--- config.mk ---
export PLATFORM = sky130hd
export DESIGN_NAME = sal_dispatcher_rr_1to4
export DESIGN_NICKNAME = d
export VERILOG_FILES = /design/src/rtl/sal_dispatcher_rr_1to4.sv
export SDC_FILE = /design/constraint.sdc
export NUM_CORES = 1
export LEC_CHECK = 0
export ABC_CLOCK_PERIOD_IN_PS = 2750
export CORE_AREA = 2 2 150 152
export CTS_BUF_LIST = sky130_fd_sc_hd__clkbuf_4 sky130_fd_sc_hd__clkbuf_8
export CTS_CLUSTER_DIAMETER = 40
export DETAILED_ROUTE_END_ITERATION = 10
export DIE_AREA = 0 0 152 154
export PLACE_DENSITY = 0.81
export SLEW_MARGIN = 40
export SYNTH_ARGS = -nofsm -noshare
export SYNTH_HDL_FRONTEND = slang
export SYNTH_SLANG_ARGS = --single-unit
--- constraint.sdc ---
create_clock -name clk -period 2.75 [get_ports clk]
set_input_delay 0.275 -clock clk [delete_from_list [all_inputs] [get_ports clk]]
set_output_delay 0.275 -clock clk [all_outputs]
set_load 0.01 [all_outputs]
--- src/rtl/sal_dispatcher_rr_1to4.sv ---
// Round-robin 1-to-4 dispatcher: each accepted upstream request is loaded into
// the next available lane after the previously loaded one; lanes hold one entry.
module sal_dispatcher_rr_1to4 #(
    parameter int REQ_CNT     = 4,
    parameter int REQ_CNT_LG2 = $clog2(REQ_CNT),
    parameter int DATA_WIDTH  = 64
) (
    input  logic                   clk,
    input  logic                   rst_n,
    input  logic                   req_i,
    input  logic [DATA_WIDTH-1:0]  data_i,
    output logic                   gnt_o,
    output logic [REQ_CNT-1:0]     req_arr_o,
    output logic [DATA_WIDTH-1:0]  data_arr_o [0:REQ_CNT-1],
    input  logic [REQ_CNT-1:0]     gnt_arr_i,
    output logic [REQ_CNT_LG2-1:0] last_lane_o
);

    logic [REQ_CNT-1:0]     valid_q, valid_d;
    logic [DATA_WIDTH-1:0]  data_q [0:REQ_CNT-1];
    logic [DATA_WIDTH-1:0]  data_d [0:REQ_CNT-1];
    logic [REQ_CNT_LG2-1:0] prev_q, prev_d;

    logic [REQ_CNT-1:0]     avail;
    logic [REQ_CNT_LG2-1:0] target;
    logic [REQ_CNT_LG2-1:0] idx;
    logic                   found;

    always_comb begin
        // A lane draining this cycle counts as free so it can be reloaded.
        avail  = ~valid_q | gnt_arr_i;
        gnt_o  = |avail;
        target = prev_q;
        found  = 1'b0;
        idx    = prev_q;
        for (int i = 1; i <= REQ_CNT; i++) begin
            idx = prev_q + REQ_CNT_LG2'(i);
            if (!found && avail[idx]) begin
                target = idx;
                found  = 1'b1;
            end
        end
    end

    always_comb begin
        valid_d = valid_q & ~gnt_arr_i;
        data_d  = data_q;
        prev_d  = prev_q;
        if (req_i && gnt_o) begin
            valid_d[target] = 1'b1;
            data_d[target]  = data_i;
            prev_d          = target;
        end
    end

    always_ff @(posedge clk or negedge rst_n) begin
        if (!rst_n) begin
            valid_q <= '0;
            prev_q  <= REQ_CNT_LG2'(REQ_CNT - 1);
            for (int k = 0; k < REQ_CNT; k++) begin
                data_q[k] <= '0;
            end
        end else begin
            valid_q <= valid_d;
            prev_q  <= prev_d;
            for (int k = 0; k < REQ_CNT; k++) begin
                data_q[k] <= data_d[k];
            end
        end
    end

    assign req_arr_o   = valid_q;
    assign data_arr_o  = data_q;
    assign last_lane_o = prev_q;

endmodule

==> flow_metrics.tcl <==
set metrics [dict create \
    syn_inst 579 \
    finalCritPeriodShare 0.859 \
    peakVddDrop_uv 853 \
    post-route-util 0.679 \
    cts_resized 0 \
    rsz0062_at_grt "false" \
    h-tree-depth 2 \
    total_power_mw 20.4 \
    port_buffers 333 \
    core_sq_um 21700 \
    met2_length_um 12300 \
    finClkSkew_ps 16.2 \
    status "finished clean" \
    powerDensity_nw_per_um2 1390 \
    r2r_cells 6 \
    fin_tns_setup_ps 0 \
    antenna_cells 0 \
    drt_drc_violations_left 0 \
    boundaryPins 334 \
    post_cts_buffers 0 \
    start_util 0.463 \
    criticalPathCategory "register to register" \
    synthToLayoutAreaGrowth_pct 46.5 \
    synth_seq_area_share 0.652 \
    die_h_um 154 \
    most-common-layout-cells "332 x clkdlybuf4s50_1, 260 x dfrtp_1, 182 x mux2_2, 50 x clkbuf_8, 49 x mux2_4" \
    hp-class "input port to async pin" \
    maxSlewViolCount 0 \
    syn_area_sq_um 10100 \
    mostFrequentLayoutCell "clkdlybuf4s50_1" \
    grt_antenna_before_repair 0 \
    clk_latency_ps 540 \
    fmax_mhz 423 \
    worstPathMaxFanout 28 \
    ant_nets 0 \
    end_kind "register" \
    final-setup-viol-count 0 \
    cp.arrival_ps 2770 \
    place_area_sq_um 13800 \
    fp-row-count 54 \
    dp_hpwl_um 17000 \
    preCtsSetupSlack_ps 92.8 \
    wl_met3_um 1830 \
    hold_buffers 1 \
    highest_layer "met4" \
    tightestPinTransition_ps 523 \
    nNetsFinal 1017 \
    cts_sinks 262 \
    fin_ws_ps 387 \
    fin_cells 1255 \
    dieArea_sq_um 23400 \
    drt-initial-drc-count 156 \
    place.gp.congestion 0.793 \
    cp_slowest_stage_delay_ps 430 \
    routed_wirelength_um 24600 \
    grt_pass1_vias 6967 \
    syn_nets 650 \
    dr.pass1.iters 4 \
    drv_cap 0 \
    vias 6341 \
    start_kind "register" \
    clk_pin_slew_worst_paths_ps 60 \
    root_buffer "clkbuf_8" \
    postSynthAreaPerCell_sq_um 17.4 \
    stdcell_area_sq_um 14700 \
    drive_above_1_share 0.342 \
    synth.distinct_cells 28 \
    max-slew-margin-rel 0.651 \
    total_leakage_power_nw 6.38 \
    ys_seq_elements 262 \
    grt_usage 0.210 \
    cts_buffers 44 \
    hold_viol 0 \
    drt-vias-per-instance 5.05 \
    grt_max_degree 73 \
    fin_hold_ws_ps 308 \
    min_period_ps 2360 \
    die_x_um 152 \
    grt.overflow.total 0 \
    worstPathRequired_ps 3160 \
    met1_length_um 9800 \
    worstPathCellList "nor2b_1, o2bb2ai_1, a211oi_2, and4b_4, buf_12, mux2_2" \
    yosys_warnings 0 \
    placed_cells 1179 \
    clk_path_buf_depth 3 \
    cts_tree "built" \
    grt_pass1_wl_um 39300 \
    cp_slowest_cell "and4b_4" \
    wire_per_inst_um 19.6 \
]
## state kept, by name, indices dropped and copies added (netlist names)
name         cells
last_lane_o      2
data_arr_o     256
req_arr_o        4
## logic make-up after synthesis
kind of cell,after synthesis,share of synthesized area
multiplexers,256,0.305
flip-flops,262,0.652
AND/OR/NAND/NOR,24,0.0162
buffers and inverters,30,0.0207
AO/OA/AOI/OAI,7,0.00560
## Yosys cell counts
cell type,count,share of area
dfrtp_1,260,0.65
mux2_2,182,0.20
mux2_4,49,0.073
mux2_1,25,0.028
buf_2,13,0.0065
buf_4,11,0.0082
buf_6,5,0.0056
nand2_1,4,0.0015
nand2b_1,4,0.0025
nor2b_1,4,0.0025
dfstp_2,2,0.0052
o21ai_0,2,0.0010
o2bb2ai_1,2,0.0017
or2_2,2,0.0012
a211oi_1,1,0.00075
a211oi_2,1,0.0012
and3_1,1,0.00062
and3_4,1,0.0011
and4b_1,1,0.0010
and4bb_1,1,0.0012
inv_1,1,0.00037
nand3_1,1,0.00050
nand4_1,1,0.00062
nor2_1,1,0.00037
nor3_1,1,0.00050
nor3_4,1,0.0016
o32ai_1,1,0.00087
or3b_1,1,0.00087
## worst paths after layout
path	start	end	slack (ps)
hold / removal	rst_n	data_arr_o[96]	310
hold reg to reg	data_arr_o[250]	data_arr_o[250]	490
min in group clk	data_i[61]	data_arr_o[253]	420
setup reg to reg	req_arr_o[3]	data_arr_o[111]	390
max in group asynchronous	rst_n	data_arr_o[2]	1610
setup / recovery	req_arr_o[3]	data_arr_o[111]	390
## critical path: cells and delay by family, from the launching register on
family | cells | cell delay (ps)
flops | 1 | 380
buf+inv | 1 | 220
simple gates | 2 | 720
compound gates | 2 | 530
mux | 1 | 360
## metal layers
| metal | vias up | GRT usage |
|---|---|---|
| li1 | 2794 | - |
| met1 | 3238 | 0.249 |
| met3 | 50 | 0.0707 |
| met2 | 259 | 0.357 |
| met5 | - | 0 |
| met4 | 0 | 0.0770 |
## power breakdown
part | switching, mW | internal, mW
clock | 1.48 | 2.15
sequential | 1.09 | 5.90
combinational | 3.68 | 6.13
total | 6.24 | 14.2
## area by class of cell
class	count	area (sq um)
clock inverter	9	125
fill	1498	6960
multi-input combinational	287	3300
inverter	1	3.75
sequential	262	6560
timing repair buffer	350	3580
clock buffer	66	808
tap	280	350
Note: power is estimated with default switching activity, not from simulation.
